<file path="src/rtl/uart_pkg.sv">
// Shared types and encodings for the parameterised UART receiver.
// Consumers: uart_rx_param, uart_rx_tick_gen and their testbench.
package uart_pkg;

    typedef enum logic [2:0] {
        ST_DISABLED = 3'd0,
        ST_IDLE     = 3'd1,
        ST_START    = 3'd2,
        ST_DATA     = 3'd3,
        ST_PARITY   = 3'd4,
        ST_STOP     = 3'd5
    } rx_state_t;

    localparam logic [1:0] PAR_NONE     = 2'b00;
    localparam logic [1:0] PAR_EVEN     = 2'b01;
    localparam logic [1:0] PAR_ODD      = 2'b10;
    localparam logic [1:0] PAR_NONE_ALT = 2'b11;

    localparam int OVS_8  = 8;
    localparam int OVS_16 = 16;

    function automatic logic maj3(input logic a, input logic b, input logic c);
        return (a & b) | (a & c) | (b & c);
    endfunction

endpackage

</file>
<file path="src/rtl/uart_rx_param_if.sv">
// Receive-side handshake bundle: word, status flags and valid/ready.
// rx_break exists only when UART_RX_BREAK_DETECT_EN is defined.
interface uart_rx_param_if #(
    parameter int DATA_W = 8
);
    logic [DATA_W-1:0] rx_data;
    logic              rx_valid;
    logic              rx_ready;
    logic              rx_ferror;
    logic              rx_perror;
    logic              rx_overrun;
`ifdef UART_RX_BREAK_DETECT_EN
    logic              rx_break;

    modport master (output rx_data, rx_valid, rx_ferror, rx_perror, rx_overrun, rx_break,
                    input  rx_ready);
    modport slave  (input  rx_data, rx_valid, rx_ferror, rx_perror, rx_overrun, rx_break,
                    output rx_ready);
`else
    modport master (output rx_data, rx_valid, rx_ferror, rx_perror, rx_overrun,
                    input  rx_ready);
    modport slave  (input  rx_data, rx_valid, rx_ferror, rx_perror, rx_overrun,
                    output rx_ready);
`endif
endinterface

</file>
<file path="src/rtl/uart_rx_tick_gen.sv">
// Oversample tick generator: counts 0..div and pulses tick on the wrap cycle.
// clear restarts the count at 0 so bit timing aligns to the start edge.
module uart_rx_tick_gen #(
    parameter int DIV_W = 16
) (
    input  logic             clk,
    input  logic             reset,
    input  logic             clear,
    input  logic [DIV_W-1:0] div,
    output logic             tick
);
    logic [DIV_W-1:0] cnt_reg;

    always_ff @(posedge clk or negedge reset) begin
        if (!reset) begin
            cnt_reg <= '0;
        end else if (clear || (cnt_reg == div)) begin
            cnt_reg <= '0;
        end else begin
            cnt_reg <= cnt_reg + 1'b1;
        end
    end

    assign tick = !clear && (cnt_reg == div);

endmodule

</file>
<file path="src/rtl/uart_rx_param.sv">
// Parameterised oversampling UART receiver with valid/ready output holding.
// Optional UART_RX_BREAK_DETECT_EN turns all-zero frames into an rx_break pulse.
module uart_rx_param
    import uart_pkg::*;
#(
    parameter int DATA_W = 8,
    parameter int OVS    = 16,
    parameter int DIV_W  = 16
) (
    input  logic             clk,
    input  logic             reset,
    input  logic             rx_en,
    input  logic [DIV_W-1:0] baud_div,
    input  logic [1:0]       parity_mode,
    input  logic             stop2,
    input  logic             rxd,
    uart_rx_param_if.master  rx_if
);
    localparam int SYNC_STAGES = 2;
    localparam int TC_W = $clog2(OVS);
    localparam int BC_W = $clog2(DATA_W);
    localparam logic [TC_W-1:0] TICK_MID_LO = TC_W'(OVS/2 - 1);
    localparam logic [TC_W-1:0] TICK_MID    = TC_W'(OVS/2);
    localparam logic [TC_W-1:0] TICK_MID_HI = TC_W'(OVS/2 + 1);
    localparam logic [TC_W-1:0] TICK_LAST   = TC_W'(OVS - 1);
    localparam logic [BC_W-1:0] BIT_LAST    = BC_W'(DATA_W - 1);

    logic [SYNC_STAGES-1:0] sync_reg;
    logic                   rxd_prev_reg;
    rx_state_t              state_reg;
    logic [TC_W-1:0]        tick_cnt_reg;
    logic [BC_W-1:0]        bit_cnt_reg;
    logic                   stop_cnt_reg;
    logic [1:0]             vote_reg;
    logic                   bit_reg;
    logic [DATA_W-1:0]      shift_reg;
    logic                   par_acc_reg;
    logic                   perr_acc_reg;
    logic                   ferr_acc_reg;
    logic [DIV_W-1:0]       div_reg;
    logic [1:0]             pmode_reg;
    logic                   stop2_reg;
    logic [DATA_W-1:0]      data_reg;
    logic                   valid_reg;
    logic                   ferror_reg;
    logic                   perror_reg;
    logic                   overrun_reg;

    generate
        for (genvar gi = 0; gi < SYNC_STAGES; gi++) begin : g_sync
            always_ff @(posedge clk or negedge reset) begin
                if (!reset) begin
                    sync_reg[gi] <= 1'b1;
                end else begin
                    sync_reg[gi] <= (gi == 0) ? rxd : sync_reg[(gi == 0) ? 0 : gi - 1];
                end
            end
        end
    endgenerate

    logic rxd_sync, start_edge, tick, tick_clear, parity_en, bit_now, last_stop, frame_ferr;

    assign rxd_sync   = sync_reg[SYNC_STAGES-1];
    assign start_edge = (state_reg == ST_IDLE) && rxd_prev_reg && !rxd_sync;
    assign tick_clear = (state_reg == ST_DISABLED) || start_edge;
    assign parity_en  = (pmode_reg == PAR_EVEN) || (pmode_reg == PAR_ODD);
    // Third vote sample is the live synchronised line on the MID_HI tick.
    assign bit_now    = maj3(vote_reg[1], vote_reg[0], rxd_sync);
    assign last_stop  = !stop2_reg || stop_cnt_reg;
    assign frame_ferr = ferr_acc_reg | ~bit_now;

    uart_rx_tick_gen #(.DIV_W(DIV_W)) u_tick_gen (
        .clk   (clk),
        .reset (reset),
        .clear (tick_clear),
        .div   (div_reg),
        .tick  (tick)
    );

`ifdef UART_RX_BREAK_DETECT_EN
    logic zero_acc_reg, break_reg, frame_zero;
    assign frame_zero = zero_acc_reg & ~bit_now;
    assign rx_if.rx_break = break_reg;
`endif

    always_ff @(posedge clk or negedge reset) begin
        if (!reset) begin
            rxd_prev_reg <= 1'b1;
            state_reg    <= ST_DISABLED;
            tick_cnt_reg <= '0;
            bit_cnt_reg  <= '0;
            stop_cnt_reg <= 1'b0;
            vote_reg     <= '0;
            bit_reg      <= 1'b0;
            shift_reg    <= '0;
            par_acc_reg  <= 1'b0;
            perr_acc_reg <= 1'b0;
            ferr_acc_reg <= 1'b0;
            div_reg      <= '0;
            pmode_reg    <= PAR_NONE;
            stop2_reg    <= 1'b0;
            data_reg     <= '0;
            valid_reg    <= 1'b0;
            ferror_reg   <= 1'b0;
            perror_reg   <= 1'b0;
            overrun_reg  <= 1'b0;
`ifdef UART_RX_BREAK_DETECT_EN
            zero_acc_reg <= 1'b0;
            break_reg    <= 1'b0;
`endif
        end else begin
            rxd_prev_reg <= rxd_sync;
`ifdef UART_RX_BREAK_DETECT_EN
            break_reg <= 1'b0;
`endif
            if (valid_reg && rx_if.rx_ready) begin
                valid_reg   <= 1'b0;
                ferror_reg  <= 1'b0;
                perror_reg  <= 1'b0;
                overrun_reg <= 1'b0;
            end

            if (!rx_en) begin
                state_reg    <= ST_DISABLED;
                tick_cnt_reg <= '0;
                bit_cnt_reg  <= '0;
                stop_cnt_reg <= 1'b0;
            end else begin
                case (state_reg)
                    ST_DISABLED: state_reg <= ST_IDLE;
                    ST_IDLE: begin
                        if (start_edge) begin
                            state_reg    <= ST_START;
                            tick_cnt_reg <= '0;
                            stop_cnt_reg <= 1'b0;
                            div_reg      <= baud_div;
                            pmode_reg    <= parity_mode;
                            stop2_reg    <= stop2;
                            par_acc_reg  <= 1'b0;
                            perr_acc_reg <= 1'b0;
                            ferr_acc_reg <= 1'b0;
`ifdef UART_RX_BREAK_DETECT_EN
                            zero_acc_reg <= 1'b1;
`endif
                        end
                    end
                    default: begin
                        if (tick) begin
                            tick_cnt_reg <= (tick_cnt_reg == TICK_LAST) ? '0 : tick_cnt_reg + 1'b1;
                            if (tick_cnt_reg == TICK_MID_LO || tick_cnt_reg == TICK_MID)
                                vote_reg <= {vote_reg[0], rxd_sync};
                            if (tick_cnt_reg == TICK_MID_HI)
                                bit_reg <= bit_now;

                            if (state_reg == ST_STOP && last_stop && tick_cnt_reg == TICK_MID_HI) begin
                                // Deliver at mid final stop so the next start edge is never missed.
                                state_reg    <= ST_IDLE;
                                tick_cnt_reg <= '0;
                                stop_cnt_reg <= 1'b0;
`ifdef UART_RX_BREAK_DETECT_EN
                                if (frame_zero) break_reg <= 1'b1; else
`endif
                                if (valid_reg && !rx_if.rx_ready) begin
                                    overrun_reg <= 1'b1;
                                end else begin
                                    data_reg   <= shift_reg;
                                    ferror_reg <= frame_ferr;
                                    perror_reg <= perr_acc_reg;
                                    valid_reg  <= 1'b1;
                                end
                            end else if (tick_cnt_reg == TICK_LAST) begin
                                case (state_reg)
                                    ST_START: state_reg <= bit_reg ? ST_IDLE : ST_DATA;
                                    ST_DATA: begin
                                        shift_reg   <= {bit_reg, shift_reg[DATA_W-1:1]};
                                        par_acc_reg <= par_acc_reg ^ bit_reg;
                                        if (bit_cnt_reg == BIT_LAST) begin
                                            bit_cnt_reg <= '0;
                                            state_reg   <= parity_en ? ST_PARITY : ST_STOP;
                                        end else begin
                                            bit_cnt_reg <= bit_cnt_reg + 1'b1;
                                        end
                                    end
                                    ST_PARITY: begin
                                        perr_acc_reg <= (par_acc_reg ^ bit_reg) != (pmode_reg == PAR_ODD);
                                        state_reg    <= ST_STOP;
                                    end
                                    default: begin
                                        ferr_acc_reg <= ferr_acc_reg | ~bit_reg;
                                        stop_cnt_reg <= 1'b1;
                                    end
                                endcase
`ifdef UART_RX_BREAK_DETECT_EN
                                if (state_reg != ST_START)
                                    zero_acc_reg <= zero_acc_reg & ~bit_reg;
`endif
                            end
                        end
                    end
                endcase
            end
        end
    end

    assign rx_if.rx_data    = data_reg;
    assign rx_if.rx_valid   = valid_reg;
    assign rx_if.rx_ferror  = ferror_reg;
    assign rx_if.rx_perror  = perror_reg;
    assign rx_if.rx_overrun = overrun_reg;

endmodule

</file>
<file path="src/flat_wrapper.sv">
// flat-port wrapper written by rule: the top's interface ports become plain ports
module uart_rx_param_flat import uart_pkg::*;
#(
    parameter int DATA_W = 8,
    parameter int OVS    = 16,
    parameter int DIV_W  = 16
)
  (clk, reset, rx_en, baud_div, parity_mode, stop2, rxd, rx_if_rx_data, rx_if_rx_valid, rx_if_rx_ferror, rx_if_rx_perror, rx_if_rx_overrun, rx_if_rx_ready);
  uart_rx_param_if #(.DATA_W(DATA_W)) rx_if_i ();
  input  logic clk;
  input  logic reset;
  input  logic rx_en;
  input  logic [DIV_W-1:0] baud_div;
  input  logic [1:0] parity_mode;
  input  logic stop2;
  input  logic rxd;
  output wire logic [$bits(rx_if_i.rx_data)-1:0] rx_if_rx_data;
  output wire logic [$bits(rx_if_i.rx_valid)-1:0] rx_if_rx_valid;
  output wire logic [$bits(rx_if_i.rx_ferror)-1:0] rx_if_rx_ferror;
  output wire logic [$bits(rx_if_i.rx_perror)-1:0] rx_if_rx_perror;
  output wire logic [$bits(rx_if_i.rx_overrun)-1:0] rx_if_rx_overrun;
  input wire logic [$bits(rx_if_i.rx_ready)-1:0] rx_if_rx_ready;
  assign rx_if_rx_data = rx_if_i.rx_data;
  assign rx_if_rx_valid = rx_if_i.rx_valid;
  assign rx_if_rx_ferror = rx_if_i.rx_ferror;
  assign rx_if_rx_perror = rx_if_i.rx_perror;
  assign rx_if_rx_overrun = rx_if_i.rx_overrun;
  assign rx_if_i.rx_ready = rx_if_rx_ready;
  uart_rx_param #(.DATA_W(DATA_W), .OVS(OVS), .DIV_W(DIV_W)) u_core (.clk(clk), .reset(reset), .rx_en(rx_en), .baud_div(baud_div), .parity_mode(parity_mode), .stop2(stop2), .rxd(rxd), .rx_if(rx_if_i));
endmodule
</file>
<file path="config.mk">
export PLATFORM = sky130hd
export DESIGN_NAME = uart_rx_param_flat
export DESIGN_NICKNAME = d
export VERILOG_FILES = /design/src/rtl/uart_pkg.sv /design/src/rtl/uart_rx_param_if.sv /design/src/rtl/uart_rx_tick_gen.sv /design/src/rtl/uart_rx_param.sv /design/src/flat_wrapper.sv
export SDC_FILE = /design/constraint.sdc
export NUM_CORES = 1
export LEC_CHECK = 0
export BUFFER_PORTS_ARGS = -buffer_cell sky130_fd_sc_hd__buf_2
export CORE_MARGIN = 2
export CORE_UTILIZATION = 55
export DETAILED_ROUTE_END_ITERATION = 10
export GPL_TIMING_DRIVEN = 0
export PLACE_DENSITY = 0.74
export SLEW_MARGIN = 20
export SYNTH_ARGS = -nofsm -noshare
export SYNTH_HDL_FRONTEND = slang
export SYNTH_SLANG_ARGS = --single-unit
</file>
<file path="constraint.sdc">
create_clock -name clk -period 2.34 [get_ports clk]
set_input_delay 0.234 -clock clk [delete_from_list [all_inputs] [get_ports clk]]
set_output_delay 0.234 -clock clk [all_outputs]
set_load 0.01 [all_outputs]
</file>
==> summary by stage, run 1 <==
Die
The die is 86.1 µm tall. The number of rows in the core area is 29. Pin placement for this block handled 36 I/O pins. The initial standard-cell utilization of the core is 57.7%. The width of the die is 86.1 µm. The region available for standard cell placement spans 6420 µm². The floorplan step defined a die boundary enclosing 7410 µm².

Finish
The library cell used most frequently in the layout, excluding fill and tap cells, is dfrtp_1. 0 antenna diodes ended up in the layout. The top cell types in the final layout, fill and taps aside, are dfrtp_1 (72), buf_2 (37), mux2_2 (34), nor2_1 (26), xnor2_1 (21). Compared with the post-synthesis result, the final layout area differs by 13.5%.

At the end of the flow, the number of nets in the layout was 418. For this run, the share of the core covered by cells in the final layout is 65.5%. The ratio of cells with drive above 1 in the final layout is 25.9%.

Timing
The setup-violating endpoint count in the final report is 0. At the pin with the least slew margin, the transition time is 0.701 ns. In the final timing run, aggregate negative setup slack is 0 ns.

Setup repair after global routing left no endpoint under its margin. The final count of hold timing violations came to 0. The worst setup margin is 0.112 ns. The total count of max-transition violations in the final report came to 0.

The clock period could shrink to 2.23 ns. Measured against its own limit, the worst slew margin works out to 53.0%. The fraction of the cycle the final worst path needs is 95.2%. The clock arrives with 0.00848 ns of skew. Based on the critical path, the design can be clocked at up to 449 MHz.

Synth
The number of distinct library cells after synthesis is 49. Synthesis produced 337 cells. The number of warnings printed during yosys synthesis is 0.

The post-synth net total is 368. The synthesized netlist occupies a cell area of 3710 µm². The synthesis-stage register bit count is 75. The fraction of registers with async set/reset is 100%. The number of enable flip-flop cells after synthesis is 0. The sequential cell area fraction in the yosys report is 50.7%. The predominant post-synthesis flop cell is dfrtp_1. The mean area per synthesized cell is 11.0 µm².

Place
The routability-driven placement congestion ratio is 0.910. The count of buffers inserted at the top-level ports is 35. Detailed placement ended at an HPWL of 5.20 mm.

The placement-stage worst setup slack is 0.00579 ns.

Critical path
The setup path with the least slack is of type register to register. The required time reported for the critical path endpoint is 2.56 ns. The worst setup path is launched from a register.

The number of buffers and inverters on the critical path is 1. The slowest stage of the critical path is the dfrtp_1 cell. Along the worst path, the maximum fanout reaches 10. On the critical path the largest part of the delay comes from simple AND/OR/NAND/NOR gates.

The longest individual stage delay on the worst path is 0.47 ns. Traced cell by cell, the critical path runs through xnor2_1, nand4_1, nor4_4, buf_4, nand2_1, nor2_4, mux2_2. The endpoint type of the worst setup path is a register. The worst endpoint data arrival time is 2.45 ns.

Global route
Entering global routing, the biggest net connects 54 pins. The total global-route track usage is 21.0%. The via count of the first global-routing pass is 2,575.

The wire length of the first global-routing pass is 12.2 mm. The total congestion overflow after global routing is 0. The number of antenna violations at the first check in global routing was 0.

CTS
The TritonCTS clock tree is done. The clock slew seen by the registers of the worst setup and hold paths is 0.08 ns. TritonCTS created 9 clock buffers. The later pin in the worst-skew pair is clocked with a latency of 0.34 ns. The clock tree root buffer cell is clkbuf_8. The total number of clock tree sinks is 75. The clock tree synthesis step divided the H-tree into 3 levels. Counting along the longest clock path gives a buffer depth of 2.

Drt
The detailed router finished its first iteration with 176 violations. The total via count in the routed design is 2,685. The number of antenna-violating nets in the routed design is 0.

The first detailed-routing pass took 4 iterations. In the final routed layout, each cell accounts on average for 15.2 µm. For this run, design rule violations remaining after detail routing come to 0.

The detail-routed via count per cell is 5.75. The detailed-route wire length is 7.08 mm.

Min path
The path category of the worst min-delay check is input port to register.

Outcome
The flow ran to the end, and the final reports show no timing, DRC or antenna violations.

Power
The highest ir drop seen on vdd is 0.000660 V. The leakage power of the design is 0.00193 µW. Dividing total power by cell area gives a power density of 816 nW/µm².

Flow run
Max-cap violations in this run came to 0.
## synth_stat cells, types with 5 or more instances
cell      instances  area, µm²
nand2_1          18       67.6
a21oi_1          15       75.1
o21ai_0          16       80.1
and3_1            7       43.8
nand4_1           9       56.3
or3_1             5       31.3
mux2_2           34        383
xnor2_1          23        201
dfrtp_1          72       1800
clkbuf_1          5       18.8
nor2b_1           7       43.8
nor2_1           26       97.6
xor2_1            5       43.8
inv_1            11       41.3
nand3_1          15       75.1
nand2b_1         10       62.6
ha_1              7       87.6
## report_power, final
group | total, µW | switching (µW) | internal (µW)
Combinational | 898 | 450 | 448
Clock | 821 | 453 | 368
Sequential | 1720 | 198 | 1520
Total | 3440 | 1100 | 2330
## cell type report
cell class	instances	area [µm²]
tap	77	96.3
timing repair buffer	39	233
buffer	10	48.8
fill	516	2210
multi-input combinational	241	1750
clock buffer	9	124
sequential	75	1880
inverter	11	41.3
clock inverter	5	32.5
## repair_timing
action	CTS	global route
hold endpoints to repair	21	0
resized for setup	0	2
hold buffers	2	0
pin swaps	1	2
setup endpoints to repair	3	16
gates cloned	0	0
buffers inserted	1	0
## per-stage QoR
step,hold slack (ns),instances,cell area [µm²],power [µW]
after global routing,0.104,467,4210,3650
after global placement,0.342,449,3980,2590
after CTS,0.108,467,4190,3450
final,0.123,467,4210,3440
after floorplan,-0.0616,337,3710,2370
after detailed placement,0.157,450,4010,2620
## worst paths after layout
path / cells after the start / slack [ns] / end / from
max in group asynchronous: 3 / 1.40 / u_core.rxd_prev_reg / reset
worst min-delay path: 2 / 0.12 / u_core.div_reg[6] / baud_div[6]
worst max-delay path: 7 / 0.11 / u_core.shift_reg[6] / u_core.u_tick_gen.cnt_reg[0]
min in group asynchronous: 2 / 0.34 / u_core.state_reg[2] / reset
worst min register to register: 0 / 0.36 / u_core.rxd_sync / u_core.sync_reg[0]
worst max register to register: 7 / 0.11 / u_core.shift_reg[6] / u_core.u_tick_gen.cnt_reg[0]
## metal layers
layer | GRT usage (%) | vias up | wire length [µm]
met4 | 7.36 | 0 | 110
met1 | 30.4 | 1299 | 3420
li1 | - | 1302 | -
met2 | 32.0 | 74 | 3250
met3 | 3.85 | 10 | 304
met5 | 0 | - | 0
## logic make-up (layout without fill, tap and decap cells)
family	Yosys count	in the layout	share of synthesized area (%)
AND/OR/NAND/NOR	108	108	15.6
flip-flops	75	75	50.7
AO/OA/AOI/OAI	57	57	9.99
multiplexers	40	40	12.0
XOR/XNOR	28	28	6.61
buffers and inverters	21	74	2.43
adder cells (fa/ha/maj)	8	8	2.63
No activity file was read; power rests on OpenSTA's default activity.
==> run 2: changes to the inputs <==
Settings changed: CORE_MARGIN 2 to 1.5, PLACE_DENSITY 0.74 to 0.83.
==> run 2 against run 1 <==
Compared with the run above: the flow now finishes with violations (design-rule violations); sequential share of layout area is 0.84 points lower; count of clock-buffer cells in the layout stayed put; first-iteration DRC count grew 29%; clock power is 40% higher; worst setup slack better by 0.0089 ns; worst hold slack worse by 0.014 ns; via count up 1.3%; total power rose by 10%; sequential power is essentially flat; cell count grew 0.43%; register-to-register slack barely moved; core utilization up 1.3 points.
==> summary by stage, run 2 (synthesis results as in run 1) <==
Power
Of the total power, the share spent switching nets is 31.5%. The combinational power share is 24.0%. In this run the static leakage power is 0.00198 µW. Per report_power, the sequential group accounts for 45.5% of the total. The power density normalized to cell area is 882 nW/µm². The clock network power share is 30.5%. The highest ir drop seen on vdd is 0.000617 V. Summed over all nets, the switching power comes to 1190 µW. The internal portion of the total power is 2590 µW.

Die
The number of top-level pins is 36. The floorplan step defined a core boundary enclosing 6420 µm². The width of the die is 85.1 µm. The initial standard-cell utilization of the core is 57.7%. The die is 85.1 µm tall.

The die covers 7240 µm². The number of rows in the core area is 29.

Critical path
The longest individual stage delay on the worst path is 0.46 ns. Counting buffers and inverters, the worst setup path is 8 cells deep. Among the stages of the critical path, the cell type that occurs most often is buf_4.

The buffers plus inverters on the worst setup path is 2. The launching element type of the critical path is a register. In this design, the largest share of critical-path delay is due to simple AND/OR/NAND/NOR gates. The number of cells traversed by the worst register-to-register path is 8. STA puts the critical path data arrival time at 2.45 ns. The critical path is of the register to register type. At the worst endpoint, the required time is 2.57 ns.

In this run the worst path has a maximum fanout of 8. On the critical path, the stage with the largest delay is an instance of dfrtp_2. The endpoint type of the worst setup path is a register.

Walking the worst path, the cells encountered are xnor2_2, nand4_1, nor4_4, buf_4, and4_1, buf_4, nand2_4, mux2_1.

Global route
The number of antenna violations at the first check in global routing is 0. The total global-route track usage is 21.9%. For this run the aggregate overflow at the end of global routing stands at 0. The via count of the first global-routing pass came to 2,711. The largest net degree at the start of global routing is 48. The wire length of the first global-routing pass is 12.6 mm.

Place
The count of buffers inserted at the top-level ports is 35. Detailed placement ended at an HPWL of 5.20 mm. The count of placed standard cells including taps is 450. The routability-driven placement congestion ratio is 0.886.

CTS
The total number of clock tree sinks is 75. The clock slew seen by the registers of the worst setup and hold paths is 0.09 ns. In this run the number of H-tree levels came out at 3. For the worst-skew pair, the clock arrives at the later sink with an insertion delay of 0.35 ns. The number of buffers added by the clock tree synthesis step is 9.

TritonCTS built the clock tree. The tree is rooted in a clkbuf_8. The deepest clock path buffer count is 2.

Timing
The clock tree skew after final layout is 0.00845 ns. Setup violations remaining at the end of the flow were counted as 0. At the pin with the least slew margin, the transition time is 0.691 ns. The final count of hold timing violations is 0. The post-route minimum period is 2.22 ns. The final critical path takes up 94.8% of the cycle. Timing would allow up to 451 MHz. The total count of max-transition violations in the final report is 0. Measured against its own limit, the worst slew margin works out to 53.7%.

Finish
The most frequent standard cell in the layout excluding fill and tap cells is dfrtp_1. The number of nets in the layout is 418. Compared with the post-synthesis result, the final layout area differs by 15.8%. The number of antenna diodes in the final layout is 0. Leaving out fill and tap cells, the most frequent cells in the layout are dfrtp_1 (70), buf_2 (37), mux2_2 (34), nor2_1 (26), xnor2_1 (20).

The number of cells in the finished layout apart from fillers is 469. The utilization after layout is 66.9%. The ratio of cells with drive above 1 in the final layout is 27.0%.

Drt
The pre-antenna-repair detailed-routing pass consisted of 8 iterations. The number of violations reported at the end of detailed-routing iteration 0 is 227. The detail-routed via count per cell is 5.80. In the final routed layout, each cell accounts on average for 15.3 µm.

The total via count in the routed design is 2,720. The detailed-route wire length is 7.17 mm. The total DRC errors in the routed layout is 3. The number of antenna-violating nets in the routed design is 0.

Outcome
The final reports fail on design-rule violations. The run finished, with violations left.

Min path
The cell count of the worst hold path is 2. The path category of the worst min-delay check is input port to register.

Flow run
Across the run, the number of max-cap violations was 0.
-- run 2: what timing repair did --
item,CTS,global route
buffers inserted,0,1
endpoints found under the hold margin,26,0
setup endpoints to repair,0,22
gates resized for setup,0,6
hold buffers,2,0
-- run 2: path summary, 6_finish.rpt --
path                                               from                      endpoint  slack [ns]
max reg2reg                u_core.u_tick_gen.cnt_reg[2]       u_core.rx_if.rx_data[5]        0.12
min                                               stop2              u_core.stop2_reg        0.11
max in group asynchronous                         reset  u_core.u_tick_gen.cnt_reg[0]        1.44
max                        u_core.u_tick_gen.cnt_reg[2]       u_core.rx_if.rx_data[5]        0.12
min reg2reg                          u_core.sync_reg[0]               u_core.rxd_sync        0.36
min in group asynchronous                         reset              u_core.stop2_reg        0.34
-- run 2: power groups by stage --
stage | registers, µW | logic [µW] | clock network, µW
4_1_cts | 1710 | 893 | 1170
2_1_floorplan | 1680 | 696 | 0
5_1_grt | 1760 | 1000 | 1210
6_report | 1720 | 909 | 1150
3_3_place_gp | 1720 | 860 | 0
3_5_place_dp | 1730 | 885 | 0
-- run 2: cell type report --
cell class	count	area, µm²
Buffer	10	52.6
Clock buffer	9	124
Inverter	11	41.3
Timing Repair Buffer	39	233
Sequential cell	75	1880
Multi-Input combinational cell	241	1760
Tap cell	77	96.3
Fill cell	477	2130
Clock inverter	7	105
-- run 2: through the flow --
stage | TNS [ns] | setup slack, ns | hold slack [ns] | cell area (µm²) | power, µW
5_1_grt | -0.0143 | -0.0143 | 0.104 | 4290 | 3970
3_3_place_gp | 0 | 0.0730 | 0.339 | 3980 | 2580
2_1_floorplan | 0 | 0.363 | -0.0616 | 3710 | 2370
3_5_place_dp | 0 | 0.0232 | 0.187 | 4010 | 2620
4_1_cts | 0 | 0.00890 | 0.101 | 4260 | 3770
6_report | 0 | 0.121 | 0.109 | 4290 | 3790
-- run 2: per-layer routing --
layer / routed length (µm) / track usage (%)
met3: 273 / 3.89
met5: 0 / 0
met2: 3430 / 35.8
met4: 123 / 7.90
met1: 3340 / 29.3
